==> config.mk <==
export PLATFORM = sky130hd
export DESIGN_NAME = decode_regfile_stage
export DESIGN_NICKNAME = d
export VERILOG_FILES = /design/src/rtl/decode_regfile_stage.sv
export SDC_FILE = /design/constraint.sdc
export NUM_CORES = 2
export LEC_CHECK = 0
export BUFFER_PORTS_ARGS = -buffer_cell sky130_fd_sc_hd__buf_2
export CAP_MARGIN = 20
export CORE_UTILIZATION = 35
export CTS_BUF_LIST = sky130_fd_sc_hd__clkbuf_4
export CTS_CLUSTER_DIAMETER = 120
export CTS_CLUSTER_SIZE = 16
export DETAILED_ROUTE_END_ITERATION = 12
export PLACE_DENSITY_LB_ADDON = 0.08
export SLEW_MARGIN = 20
export SYNTH_ARGS = -nofsm -noshare
export SYNTH_HDL_FRONTEND = slang
export SYNTH_SLANG_ARGS = --single-unit
==> constraint.sdc <==
create_clock -name clk -period 7.45 [get_ports clk]
set_clock_uncertainty 0.2 [all_clocks]
set_input_delay 1.1175 -clock clk [delete_from_list [all_inputs] [get_ports clk]]
set_output_delay 1.1175 -clock clk [all_outputs]
set_load 0.02 [all_outputs]
==> src/rtl/decode_regfile_stage.sv <==
`default_nettype none
// ============================================================================
// Module   : decode_regfile_stage
// Purpose  : RV instruction-decode stage with an integrated register file.
//            Reads operands (with same-cycle write-back bypass), builds the
//            sign-extended immediate and control bits, and registers them in
//            a single ID/EX slot behind a valid/ready handshake. Detects
//            load-use hazards against the slot and inserts a bubble.
// Ports    : clk, reset                 clock, synchronous active-high reset
//            in_valid/in_ready, instr, pc   fetch side
//            flush                      kill slot and this cycle's input
//            wb_en, wb_rd, wb_data      register-file write port
//            out_valid/out_ready        EX side handshake
//            out_ctrl                   {alu_src,mem_to_reg,reg_write,
//                                        mem_read,mem_write,branch_en}
//            out_val_a/_b, out_store, out_imm, out_rd/rs1/rs2,
//            out_funct3/funct7/opcode, out_pc, illegal   slot contents
// Revision : 1.0 - initial release
// ============================================================================
module decode_regfile_stage #(
  parameter int XLEN       = 64,
  parameter int NUM_REGS   = 32,
  parameter int INIT_INDEX = 1
) (
  input  logic            clk,
  input  logic            reset,
  input  logic            in_valid,
  output logic            in_ready,
  input  logic [31:0]     instr,
  input  logic [XLEN-1:0] pc,
  input  logic            flush,
  input  logic            wb_en,
  input  logic [4:0]      wb_rd,
  input  logic [XLEN-1:0] wb_data,
  output logic            out_valid,
  input  logic            out_ready,
  output logic [5:0]      out_ctrl,
  output logic [XLEN-1:0] out_val_a,
  output logic [XLEN-1:0] out_val_b,
  output logic [XLEN-1:0] out_store,
  output logic [XLEN-1:0] out_imm,
  output logic [4:0]      out_rd,
  output logic [4:0]      out_rs1,
  output logic [4:0]      out_rs2,
  output logic [2:0]      out_funct3,
  output logic [6:0]      out_funct7,
  output logic [6:0]      out_opcode,
  output logic [XLEN-1:0] out_pc,
  output logic            illegal
);

  localparam int RW = (NUM_REGS > 1) ? $clog2(NUM_REGS) : 1;

  localparam logic [6:0] c_op_r      = 7'b0110011;
  localparam logic [6:0] c_op_i      = 7'b0010011;
  localparam logic [6:0] c_op_load   = 7'b0000011;
  localparam logic [6:0] c_op_store  = 7'b0100011;
  localparam logic [6:0] c_op_branch = 7'b1100011;

  // Bit position of mem_read inside the ctrl vector.
  localparam int c_ctrl_mem_read = 2;

  typedef struct packed {
    logic            valid;
    logic            illegal;
    logic [5:0]      ctrl;
    logic [XLEN-1:0] val_a;
    logic [XLEN-1:0] val_b;
    logic [XLEN-1:0] store;
    logic [XLEN-1:0] imm;
    logic [4:0]      rd;
    logic [4:0]      rs1;
    logic [4:0]      rs2;
    logic [2:0]      funct3;
    logic [6:0]      funct7;
    logic [6:0]      opcode;
    logic [XLEN-1:0] pc;
  } slot_t;

  slot_t           slot_q, slot_d;
  logic [XLEN-1:0] regs_q [NUM_REGS];

  logic [6:0]      w_opcode;
  logic [4:0]      w_rs1, w_rs2, w_rd;
  logic            w_rs1_ok, w_rs2_ok, w_wb_ok;
  logic            w_wb_we;
  logic [XLEN-1:0] w_rs1_val, w_rs2_val;
  logic [5:0]      w_ctrl;
  logic [XLEN-1:0] w_imm;
  logic            w_known, w_use_rs2;
  logic            w_stall, w_load;
  logic [XLEN-1:0] w_imm_i, w_imm_s, w_imm_b;

  assign w_opcode = instr[6:0];
  assign w_rd     = instr[11:7];
  assign w_rs1    = instr[19:15];
  assign w_rs2    = instr[24:20];

  // An index is usable only if its bits above the register-file index width
  // are zero; out-of-range reads give 0 and out-of-range writes are ignored.
  generate
    if (RW >= 5) begin : g_full_idx
      assign w_rs1_ok = 1'b1;
      assign w_rs2_ok = 1'b1;
      assign w_wb_ok  = 1'b1;
    end else begin : g_part_idx
      assign w_rs1_ok = ~|w_rs1[4:RW];
      assign w_rs2_ok = ~|w_rs2[4:RW];
      assign w_wb_ok  = ~|wb_rd[4:RW];
    end
  endgenerate

  assign w_wb_we = wb_en && w_wb_ok && (wb_rd != 5'd0);

  // Register file: reset reinitialises contents and drops any concurrent write.
  always_ff @(posedge clk) begin
    if (reset) begin
      for (int i = 0; i < NUM_REGS; i++) begin
        regs_q[i] <= (INIT_INDEX != 0) ? XLEN'(i) : '0;
      end
    end else if (w_wb_we) begin
      regs_q[wb_rd[RW-1:0]] <= wb_data;
    end
  end

  // Operand read with bypass of the write-back happening this cycle.
  always_comb begin
    w_rs1_val = '0;
    if (w_rs1_ok && (w_rs1 != 5'd0)) begin
      if (w_wb_we && (wb_rd == w_rs1)) w_rs1_val = wb_data;
      else                              w_rs1_val = regs_q[w_rs1[RW-1:0]];
    end
  end

  always_comb begin
    w_rs2_val = '0;
    if (w_rs2_ok && (w_rs2 != 5'd0)) begin
      if (w_wb_we && (wb_rd == w_rs2)) w_rs2_val = wb_data;
      else                              w_rs2_val = regs_q[w_rs2[RW-1:0]];
    end
  end

  assign w_imm_i = {{(XLEN-12){instr[31]}}, instr[31:20]};
  assign w_imm_s = {{(XLEN-12){instr[31]}}, instr[31:25], instr[11:7]};
  assign w_imm_b = {{(XLEN-13){instr[31]}}, instr[31], instr[7],
                    instr[30:25], instr[11:8], 1'b0};

  always_comb begin
    w_ctrl    = 6'b000000;
    w_imm     = '0;
    w_known   = 1'b1;
    w_use_rs2 = 1'b0;
    case (w_opcode)
      c_op_r:      begin w_ctrl = 6'b001000; w_use_rs2 = 1'b1; end
      c_op_i:      begin w_ctrl = 6'b101000; w_imm = w_imm_i; end
      c_op_load:   begin w_ctrl = 6'b111100; w_imm = w_imm_i; end
      c_op_store:  begin w_ctrl = 6'b100010; w_imm = w_imm_s; w_use_rs2 = 1'b1; end
      c_op_branch: begin w_ctrl = 6'b000001; w_imm = w_imm_b; w_use_rs2 = 1'b1; end
      default:     w_known = 1'b0;
    endcase
  end

  // Load-use hazard: the slot holds a load whose destination this instruction
  // reads. Every supported opcode reads rs1.
  assign w_stall = slot_q.valid && slot_q.ctrl[c_ctrl_mem_read] &&
                   (slot_q.rd != 5'd0) &&
                   ((w_known   && (w_rs1 == slot_q.rd)) ||
                    (w_use_rs2 && (w_rs2 == slot_q.rd)));

  assign in_ready = !w_stall && (!slot_q.valid || out_ready);
  assign w_load   = in_valid && in_ready;

  always_comb begin
    slot_d = slot_q;
    if (flush) begin
      slot_d.valid   = 1'b0;
      slot_d.illegal = 1'b0;
    end else if (w_load) begin
      slot_d.valid   = 1'b1;
      slot_d.illegal = !w_known;
      slot_d.ctrl    = w_ctrl;
      slot_d.val_a   = w_rs1_val;
      slot_d.val_b   = w_ctrl[5] ? w_imm : w_rs2_val;
      slot_d.store   = w_rs2_val;
      slot_d.imm     = w_imm;
      slot_d.rd      = w_rd;
      slot_d.rs1     = w_rs1;
      slot_d.rs2     = w_rs2;
      slot_d.funct3  = instr[14:12];
      slot_d.funct7  = instr[31:25];
      slot_d.opcode  = w_opcode;
      slot_d.pc      = pc;
    end else if (out_ready) begin
      // Consumed, or bubbled by a stall; data fields are left as they were.
      slot_d.valid   = 1'b0;
      slot_d.illegal = 1'b0;
    end
  end

  always_ff @(posedge clk) begin
    if (reset) slot_q <= '0;
    else       slot_q <= slot_d;
  end

  assign out_valid  = slot_q.valid;
  assign illegal    = slot_q.illegal;
  assign out_ctrl   = slot_q.ctrl;
  assign out_val_a  = slot_q.val_a;
  assign out_val_b  = slot_q.val_b;
  assign out_store  = slot_q.store;
  assign out_imm    = slot_q.imm;
  assign out_rd     = slot_q.rd;
  assign out_rs1    = slot_q.rs1;
  assign out_rs2    = slot_q.rs2;
  assign out_funct3 = slot_q.funct3;
  assign out_funct7 = slot_q.funct7;
  assign out_opcode = slot_q.opcode;
  assign out_pc     = slot_q.pc;

endmodule
`default_nettype wire

==> qor.yml <==
status: "finished clean"
muxShareOfSynthArea: 0.2116
syn2layout_area_growth_pct: 10.49
synth_edf_count: 2048
port_buffers: 531
p_sw_frac: 0.3038
hold_buffers: 183
cap_violations: 0
synth_warnings: 0
synth_top_area_frac: 0.5075
cts_tree: "done"
die_area_um2: 348600
avgSynthCellArea_um2: 14.07
drcViolationCount: 0
cts_num_sinks: 2356
p_leak_nw: 47.04
syn_area_um2: 121200
rows: 215
drv_slew: 0
max_slew_margin: 0.1325
fin_cells: 13710
fmax_ghz: 0.2018
r2r_end: "out_val_b[12]"
wl_um: 613500
crit_start: "instr[16]"
cts_max_level: 4
synth_area_leaders: "edfxtp_1 (51%), mux4_2 (15%), and2_1 (9.9%)"
grt_use_met3: 0.06265
vdd_ir_drop_max_mv: 0.1135
drtAntennaViolNets: 0
start_kind: "primary input"
avgRoutedWirePerCell_um: 44.74
cp.required_ps: 6130
yosys.area.top_type: "edfxtp_1"
post_cts.repair.setup_buffers: 0
clk_pin_slew_worst_paths_ps: 190
grt_overflow: 0
clock_path_buffers: 4
ys_types: 75
hold_class: "primary input to flop"
clockPowerShare: 0.247
synthCells: 8612
synth_top_family_by_area: "multiplexers"
slowest_stage: "buf_8"
die_h_um: 590.4
period_minus_slack_ps: 4955
rr_startpoint: "out_rd[2]"
grt_start_max_net_pins: 143
p_per_area_nw_per_um2: 197.8
hpwl_um: 355300
end_kind: "output pin"
setup_tns_ps: 0
drive_gt1_frac: 0.2447
fin_crit_sh: 0.6651
hold_viol_final: 0
rsz0062_at_grt: "false"
via_per_inst: 6.358
gr-usage-met1: 0.4554
cts_resized: 0
critical_path.max_fanout: 69
power_switching_mw: 8.047
cts_buffers: 169
grt_usage: 0.3447
drt-initial-drc-count: 13120
core_um2: 343800
synthSimpleGateAreaFrac: 0.1293
final_nets: 9098
async_reset_ff_frac: 0
synth-compound-area-share: 0.06016
worst_pin_slew_ps: 1301
final_util: 0.3895
root_buffer: "clkbuf_4"
synthAdderAreaFrac: 0
worstHoldStart: "wb_data[0]"
initial_core_util: 0.3525
internal_power_mw: 18.44
ff2ff_setup_slack_ps: 3480
ys.flop_type: "edfxtp_1"
cpPeakStageDelay_ps: 660
critPathCapture: "in_ready"
routed-via-count: 87190
crit_chain: "dlygate4sd3_1 -> buf_8 -> xnor2_1 -> nand3_1 -> o22ai_2 -> a21oi_1 -> buf_2"
arrival_ps: 3640
p_seq_frac: 0.585
drt_pass1_iterations: 6
antenna_found_initial: 110
pin_count: 532
p_comb_frac: 0.168
ys_seq_area_frac: 0.5584
ys_ff_latch: 2356
gp_congestion: 0.8485
synth-xor-area-share: 0.001445
grt_pass1_vias: 83370
dieWidth_um: 590.4
gr-max-usage-layer: "met2"
grt_pass1_wl_um: 805100
finalSetupViolCount: 0
reg2reg_depth: 7
dp_cells: 13130
critPathKind: "primary input to output pin"
worstSkewPairLatency_ps: 1570
grt_use_met2: 0.5417
==> critical path: cells and delay by family <==
kind | cells | cell delay [ps]
AND/OR/NAND/NOR | 1 | 110
AO/OA/AOI/OAI | 2 | 700
buffers and inverters | 3 | 1430
XOR/XNOR | 1 | 200
==> cell families (layout without fill, tap and decap cells) <==
logic type	Yosys count	count (layout)
AOI/OAI and AO/OA	1034	1034
xor gates and xnor gates	20	20
buffers and inverters	988	1376
DFF	2356	2356
muxes	1487	1487
other	1	157
and+or+nand+nor	2726	2726
==> synthesized netlist by cell type, types with 119 or more instances <==
cell type and number:
buf_2 151, a21oi_1 210, buf_4 123, and2_1 1911, nor2_1 139, o22ai_1 135
mux4_2 833, dfxtp_1 308, edfxtp_1 2048, mux2i_1 567, o21ai_0 119, clkbuf_1 606
nand2_1 385
==> sequential cells by signal, indices dropped and copies added, names as in the netlist <==
register,count
out_funct3,3
out_val_b,64
out_rs2,5
out_valid,1
out_ctrl,5
out_pc,64
out_store,64
out_funct7,7
regs_q,2048
out_val_a,64
out_rs1,5
out_opcode,7
out_rd,5
out_imm,13
illegal,1
==> final cells by class <==
| type | instances | area (µm²) |
|---|---|---|
| fillers | 32180 | 209900 |
| diodes | 93 | 232.7 |
| inverters | 20 | 90.09 |
| well taps | 4557 | 5702 |
| clock inverters | 7 | 60.06 |
| clock buffers | 300 | 2252 |
| repair buffers | 1049 | 8014 |
| multi-input cells | 5331 | 49880 |
| flip-flops and latches | 2356 | 67660 |
==> cells in the final DEF (no fill, tap or decap), drive strengths merged, types with 77 or more instances in the layout <==
| cell type | instances |
|---|---|
| buf | 863 |
| o21ai | 120 |
| clkbuf | 303 |
| mux4 | 848 |
| dfxtp | 308 |
| a21oi | 210 |
| dlygate4sd3 | 183 |
| a22oi | 91 |
| or3 | 85 |
| and2 | 1914 |
| diode | 93 |
| edfxtp | 2048 |
| a221oi | 77 |
| mux2i | 567 |
| o22ai | 136 |
| nor2 | 141 |
| nand2 | 385 |
==> how the worst min path moves through the flow <==
stage               slack (ps)             to  cells past startpoint
floorplan                  330    out_imm[10]                      2
global placement           240     out_imm[7]                      2
detailed placement         240     out_imm[5]                      2
CTS                        0.6  out_funct3[2]                      4
global route               120  out_funct3[2]                      4
finish                     140   out_val_b[0]                      3
==> power groups by stage <==
stage / logic (mW) / registers (mW) / clock network (mW)
2_1_floorplan: 2.28 / 15.8 / 0
3_3_place_gp: 4.28 / 15.7 / 0
3_5_place_dp: 4.29 / 15.8 / 0
4_1_cts: 4.38 / 15.5 / 6.65
5_1_grt: 4.52 / 15.6 / 6.99
6_report: 4.45 / 15.5 / 6.54
==> per-stage QoR <==
step                instance area [µm²]  worst slack [ps]  hold WS, ps  total power [mW]
floorplan                        121400             14.60        330.2             18.06
global placement                 129400              2019        238.4             20.02
global route                     133700              2483        116.5             27.07
detailed placement               129500              1997        241.6             20.06
finish                           133900              2495        139.0             26.49
CTS                              133700              2523       0.6199             26.50
==> routing by layer <==
layer / wire, µm / up-vias
li1: - / 33380
met1: 239100 / 46460
met2: 277900 / 6092
met3: 60500 / 1223
met4: 35840 / 28
met5: 193 / -
No activity file was read; power rests on OpenSTA's default activity.
